===== src/rtl/wb_pkg.sv =====
// rtl/wb_pkg.sv - shared Wishbone widths and arbiter state encoding
package wb_pkg;
   localparam int WB_DW = 16;
   localparam int WB_AW = 20;
   localparam int WB_SW = 2;

   localparam logic [1:0] ST_IDLE = 2'd0;
   localparam logic [1:0] ST_GNT0 = 2'd1;
   localparam logic [1:0] ST_GNT1 = 2'd2;

   typedef enum logic [1:0] {
      S_IDLE = ST_IDLE,
      S_GNT0 = ST_GNT0,
      S_GNT1 = ST_GNT1
   } arb_state_t;
endpackage


===== src/rtl/wb_arb_watchdog.sv =====
// rtl/wb_arb_watchdog.sv - stall counter that fakes an ack when a strobe is never acknowledged
module wb_arb_watchdog #(
   parameter int TO_CYCLES = 255,
   parameter int TO_W      = 16
) (
   input  logic clk,
   input  logic rst_n,
   input  logic active,
   input  logic stb,
   input  logic ack,
   output logic expire
);
   logic [TO_W-1:0] cnt;

   // A real ack in the expiry clock takes precedence over the fake one.
   assign expire = active & stb & ~ack & (cnt == TO_W'(TO_CYCLES));

   always_ff @(posedge clk or negedge rst_n) begin
      if (!rst_n) begin
         cnt <= '0;
      end else if (!active || !stb || ack || expire) begin
         cnt <= '0;
      end else begin
         cnt <= cnt + 1'b1;
      end
   end
endmodule


===== src/rtl/wb_arbiter2.sv =====
// rtl/wb_arbiter2.sv - two-master Wishbone arbiter, grant held for the whole CYC envelope
// Optional stall watchdog: define WB_ARB_TIMEOUT_EN.
module wb_arbiter2
   import wb_pkg::*;
#(
   parameter bit RR_EN     = 1'b1,
   parameter int TO_CYCLES = 255,
   parameter int TO_W      = 16
) (
   input  logic             wb_clk_i,
   input  logic             wb_rst_n_i,
   input  logic [WB_DW-1:0] m0_dat_i,
   output logic [WB_DW-1:0] m0_dat_o,
   input  logic [WB_AW:1]   m0_adr_i,
   input  logic [WB_SW-1:0] m0_sel_i,
   input  logic             m0_we_i,
   input  logic             m0_cyc_i,
   input  logic             m0_stb_i,
   output logic             m0_ack_o,
   input  logic [WB_DW-1:0] m1_dat_i,
   output logic [WB_DW-1:0] m1_dat_o,
   input  logic [WB_AW:1]   m1_adr_i,
   input  logic [WB_SW-1:0] m1_sel_i,
   input  logic             m1_we_i,
   input  logic             m1_cyc_i,
   input  logic             m1_stb_i,
   output logic             m1_ack_o,
   output logic [WB_DW-1:0] s_dat_o,
   input  logic [WB_DW-1:0] s_dat_i,
   output logic [WB_AW:1]   s_adr_o,
   output logic [WB_SW-1:0] s_sel_o,
   output logic             s_we_o,
   output logic             s_cyc_o,
   output logic             s_stb_o,
   input  logic             s_ack_i,
   output logic [1:0]       gnt_o,
   output logic             timeout_o
);
   arb_state_t state, state_next;
   logic       rr_last;
   logic       stb_raw;
   logic       expire;

   // Marker scope that only elaborates for an out-of-range watchdog setup.
   if (TO_CYCLES < 2 || TO_CYCLES >= (1 << TO_W)) begin : g_bad_to_cfg
   end

`ifdef WB_ARB_TIMEOUT_EN
   wb_arb_watchdog #(
      .TO_CYCLES(TO_CYCLES),
      .TO_W     (TO_W)
   ) u_watchdog (
      .clk   (wb_clk_i),
      .rst_n (wb_rst_n_i),
      .active(state != S_IDLE),
      .stb   (stb_raw),
      .ack   (s_ack_i),
      .expire(expire)
   );
   assign timeout_o = expire;
`else
   assign expire    = 1'b0;
   assign timeout_o = 1'b0;
`endif

   always_ff @(posedge wb_clk_i or negedge wb_rst_n_i) begin
      if (!wb_rst_n_i) begin
         state   <= S_IDLE;
         rr_last <= 1'b1;
      end else begin
         state <= state_next;
         if (state == S_IDLE && state_next == S_GNT0) rr_last <= 1'b0;
         if (state == S_IDLE && state_next == S_GNT1) rr_last <= 1'b1;
      end
   end

   always_comb begin
      state_next = state;
      unique case (state)
         S_IDLE: begin
            if (m0_cyc_i && m1_cyc_i) begin
               if (RR_EN) state_next = rr_last ? S_GNT0 : S_GNT1;
               else       state_next = S_GNT0;
            end else if (m0_cyc_i) begin
               state_next = S_GNT0;
            end else if (m1_cyc_i) begin
               state_next = S_GNT1;
            end
         end
         // Dropping CYC always returns through IDLE: one dead clock between owners.
         S_GNT0:  if (!m0_cyc_i) state_next = S_IDLE;
         S_GNT1:  if (!m1_cyc_i) state_next = S_IDLE;
         default: state_next = S_IDLE;
      endcase
   end

   assign gnt_o   = {state == S_GNT1, state == S_GNT0};
   assign s_stb_o = stb_raw & ~expire;

   always_comb begin
      s_adr_o  = '0;
      s_sel_o  = '0;
      s_dat_o  = '0;
      s_we_o   = 1'b0;
      s_cyc_o  = 1'b0;
      stb_raw  = 1'b0;
      m0_ack_o = 1'b0;
      m1_ack_o = 1'b0;
      m0_dat_o = s_dat_i;
      m1_dat_o = s_dat_i;
      unique case (state)
         S_GNT0: begin
            s_adr_o  = m0_adr_i;
            s_sel_o  = m0_sel_i;
            s_dat_o  = m0_dat_i;
            s_we_o   = m0_we_i;
            s_cyc_o  = m0_cyc_i;
            stb_raw  = m0_cyc_i & m0_stb_i;
            m0_ack_o = s_ack_i | expire;
            if (expire) m0_dat_o = 16'hFFFF;
         end
         S_GNT1: begin
            s_adr_o  = m1_adr_i;
            s_sel_o  = m1_sel_i;
            s_dat_o  = m1_dat_i;
            s_we_o   = m1_we_i;
            s_cyc_o  = m1_cyc_i;
            stb_raw  = m1_cyc_i & m1_stb_i;
            m1_ack_o = s_ack_i | expire;
            if (expire) m1_dat_o = 16'hFFFF;
         end
         default: ;
      endcase
   end
endmodule


===== config.mk =====
export PLATFORM = sky130hd
export DESIGN_NAME = wb_arbiter2
export DESIGN_NICKNAME = d
export VERILOG_FILES = /design/src/rtl/wb_pkg.sv /design/src/rtl/wb_arb_watchdog.sv /design/src/rtl/wb_arbiter2.sv
export SDC_FILE = /design/constraint.sdc
export NUM_CORES = 1
export LEC_CHECK = 0
export ABC_CLOCK_PERIOD_IN_PS = 3300
export BUFFER_PORTS_ARGS = -buffer_cell sky130_fd_sc_hd__buf_2
export CAP_MARGIN = 0
export CORE_AREA = 4 4 68 70
export DETAILED_ROUTE_END_ITERATION = 6
export DIE_AREA = 0 0 72 74
export GPL_ROUTABILITY_DRIVEN = 0
export MAX_ROUTING_LAYER = met4
export PLACE_DENSITY = 0.8
export SLEW_MARGIN = 25
export SYNTH_ARGS = -nofsm -noshare
export SYNTH_HDL_FRONTEND = slang
export SYNTH_SLANG_ARGS = --single-unit

===== constraint.sdc =====
create_clock -name wb_clk_i -period 3.3 [get_ports wb_clk_i]
set_input_delay 0.495 -clock wb_clk_i [delete_from_list [all_inputs] [get_ports wb_clk_i]]
set_output_delay 0.495 -clock wb_clk_i [all_outputs]
set_load 0.03 [all_outputs]

# Word-level counts from Yosys, hierarchy flattened
# Index checks and enable logic that the tools add are counted.
# classes
n_bitwise,2
n_reduce_logical,5
eq_ne,4
muxes,17
# ops
operator,count
$pmux 20 s2,1
$pmux 16 s2,1
$mux 2,6
$pmux 1 s2,3
$pmux 2 s3,1
$eq 2x1->1 const B,2
$eq 2x2->1 const B,2
$mux 1,4
$pmux 2 s2,1
$logic_and 1x1->1,3
$and 1x1->1,2
$logic_not 2->1,1
$reduce_bool 2->1,1
# word_totals
elab_cells,30
ff_bits,3
input_bits,101
output_inout_bits,78

# Logic depth before layout (Yosys ltp)
# logic_depth
word_depth,8
ltp_mapped,7
depth_no_buf,6

# Worst setup path before layout
# OpenSTA, ideal clock, no wires.
# synth_path
path_kind,register to output
from,register state[0]
to,output s_stb_o
path_stages_with_launch,7
arrival_ns,2.161
required_ns,2.805
n_path_buf,2
slack_ns,0.644
cell_sequence,dfrtp_1 -> inv_1 -> ha_1 -> buf_4 -> clkbuf_1 -> nand3_1 -> a21boi_0
# synth_between
elab_chain_len,2
word_cells_on_any_way,3
classes_between,eq/ne: 2; mux: 1
# synth_rtl
item,line_no,text
"start, declared",wb_arbiter2.sv:39,"arb_state_t state, state_next;"
"start signal, assigned",wb_arbiter2.sv:71,state <= state_next;
$eq 2x2->1,n/a,
net gnt_o[1],wb_arbiter2.sv:36,"output logic [1:0] gnt_o,"
$pmux 1 s2,wb_arbiter2.sv:111,unique case (state)
"end, declared",wb_arbiter2.sv:34,"output logic s_stb_o,"
# The timed path passes the listed nets, and every way through them passes these cells.

# Worst setup path after layout
# layout_path
from,register state[0]
to,output s_sel_o[0]
# layout_between
elab_chain_len,2
word_cells_on_any_way,3
classes_between,eq/ne: 2; mux: 1
# layout_rtl
item,line_no,text
$eq 2x2->1 / $eq 2x1->1 (equally long branches),wb_arbiter2.sv:111,
$pmux 2 s2 (*),wb_arbiter2.sv:111,
"end, declared",wb_arbiter2.sv:31,"output logic [WB_SW-1:0] s_sel_o,"
# Mark *: on every way between the ends. The rest lies on a longest branch, timed or not.

==> impl_metrics.yaml <==
power:
  intPower_uw: 605
  pwr-share-comb: 0.873
  power_leakage_nw: 0.891
  power.total_mw: 1.45
  seqPwrFrac: 0.055
  p_sw_uw: 849
  p_per_area_mw_per_mm2: 882
  p_sw_frac: 0.584
  ir_worst_vdd_uv: 492
  pwr-share-clk: 0.073
sta:
  tns_ps: 0
  period_share: 0.770
  setup_viol: 0
  setup_slack_ps: 758
  rsz0062_at_grt: "no"
  finalHoldViolCount: 0
  period_needed_ps: 2540
  finClkSkew_ps: 1.77
  fmax_mhz: 393
  maxSlewViolCount: 0
logic_synthesis:
  yosys_register_bits: 3
  syn_inst: 167
  ys_types: 28
  syn_avg_cell_area_um2: 6.99
  yosysSeqAreaShare: 0.0654
  synth.net_count: 272
  yosysWarnings: 0
  mappedNetlistArea_mm2: 0.00117
clock_network:
  cts.clk_slew.worst_paths_ps: 30
  numCtsBuffers: 3
  root_buffer: "clkbuf_8"
  worstSkewPairLatency_ps: 210
  cts_resized: 0
  clock-sinks: 3
  cts_tree: "built"
  max-clock-path-buffers: 2
  post_cts_buffers: 0
  hold_buffers: 0
  cts_max_level: 1
global_route:
  grt_pass1_wl_um: 6260
  grt_pass1_vias: 1364
  grt_antenna_before_repair: 0
  grt_use_total: 0.148
  grt-ovfl-total: 0
  grt_max_degree: 25
drt:
  wl_per_cell_um: 13.7
  remaining_drc_errors: 0
  first_pass_iters: 4
  vias_per_cell: 4.76
  antenna_left: 0
  via_count: 1462
  drt_iter0_drc: 59
  wl_um: 4210
critical_path:
  crit_chain: "inv_1 > ha_1 > buf_4 > nor2b_1 > buf_2"
  r2r_setup_slack_ps: 1410
  crit_path_start_kind: "register"
  crit_arrival_ps: 2050
  reg2reg_to: "rr_last$_DFFE_PN1P_"
  r2r_start: "state[0]$_DFF_PN0_"
  required_ps: 2800
  cp_num_cells: 5
  r2r_cells: 7
  critPathMaxStageDelay_ps: 590
  cp_slowest_cell: "ha_1"
  crit_path_end_kind: "output pin"
  worst-setup-path-type: "reg2out"
  critPathMaxFanout: 23
  path_delay_family: "buffers and inverters"
  worst-path-buf-inv: 3
layout:
  drive_gt1_frac: 0.541
  nets: 363
  n_fill_cell: 429
  syn_to_final_growth_pct: 41.2
  mostFrequentLayoutCell: "buf_2"
  final_cell_mix: "129 x buf_2, 40 x a22oi_1, 39 x nor2b_1"
  antenna_cells: 0
placement:
  hpwlAfterDp_um: 3450
  port_buffers: 129
  place_ws_ps: 957
floorplanning:
  dieArea_mm2: 0.00533
  die_w_um: 72
  die_h_um: 74
  initial_core_util: 0.294
  core_area_mm2: 0.00397
  num_io_pins: 179
  rows: 23
flow_run:
  drv_cap: 0
min_path:
  hp-class: "in2async"
outcome:
  outcome: "complete, no violations"
cell usage after synthesis, drive strengths merged:
master	count	area [µm²]
nand2	2	7.51
a22o	1	8.76
dfrtp	2	50.1
o41ai	1	8.76
a21boi	1	7.51
ha	4	50.1
dfstp	1	26.3
and2	3	18.8
inv	5	18.8
a22oi	40	300
a21oi	2	10.0
o22ai	1	12.5
o2111ai	1	8.76
nor2b	39	244
nand2b	1	6.26
conb	1	3.75
and2b	1	7.51
or3	1	6.26
buf	38	273
o21ai	4	20.0
a311oi	1	8.76
nor2	2	7.51
clkbuf	10	37.5
nand3	4	20.0
nor3	1	5.00
stage by stage:
| step | utilization | hold WS, ps | std cells | instance area, µm² |
|---|---|---|---|---|
| final | 0.415 | 71.2 | 307 | 1650 |
| after CTS | 0.415 | 68.6 | 307 | 1650 |
| after global placement | 0.404 | 292 | 303 | 1600 |
| after detailed placement | 0.404 | 294 | 303 | 1600 |
| after floorplan | - | 199 | 167 | 1170 |
| after global routing | 0.415 | 71.5 | 307 | 1650 |
final cells by class:
type	count	area (µm²)	share of cell area
inverter	5	18.8	0.0114
multi-input combinational	111	762	0.462
clock buffer	4	45.0	0.0273
timing repair buffer	134	683	0.415
tap	50	62.6	0.0380
sequential	3	76.3	0.0463
routing by layer:
metal / GRT usage / up-vias / wire length, µm
met4: 0.0397 / 0 / 38
met5: - / - / 0
met1: 0.163 / 629 / 1550
met2: 0.266 / 93 / 2090
met3: 0.0351 / 7 / 520
li1: - / 733 / -
power groups by stage:
stage / Clock [mW] / Combinational [mW] / Sequential, mW
6_report: 0.105 / 1.27 / 0.0799
5_1_grt: 0.111 / 1.39 / 0.0835
4_1_cts: 0.108 / 1.29 / 0.0792
3_5_place_dp: 0 / 1.28 / 0.0795
3_3_place_gp: 0 / 1.27 / 0.0787
2_1_floorplan: 0 / 1.02 / 0.0750
kinds of logic after synthesis:
logic type      Yosys count  share of synthesized area
simple gates             54                      0.277
other cells               1                    0.00321
compound gates           52                      0.330
flops                     3                     0.0654
buf+inv                  53                      0.282
fa+ha+maj                 4                     0.0429
worst max path at each step:
stage / end / start / slack, ps
floorplan: s_stb_o / state[0]$_DFF_PN0_ / 640
global placement: s_adr_o[3] / state[0]$_DFF_PN0_ / 1030
detailed placement: s_adr_o[20] / state[0]$_DFF_PN0_ / 960
CTS: s_adr_o[20] / state[0]$_DFF_PN0_ / 730
global route: s_adr_o[16] / state[0]$_DFF_PN0_ / 550
finish: s_sel_o[0] / state[0]$_DFF_PN0_ / 760
state kept, by name, indices dropped and copies added (netlist names):
| register | cells |
|---|---|
| rr_last | 1 |
| state | 2 |
No activity file was read; power rests on OpenSTA's default activity.
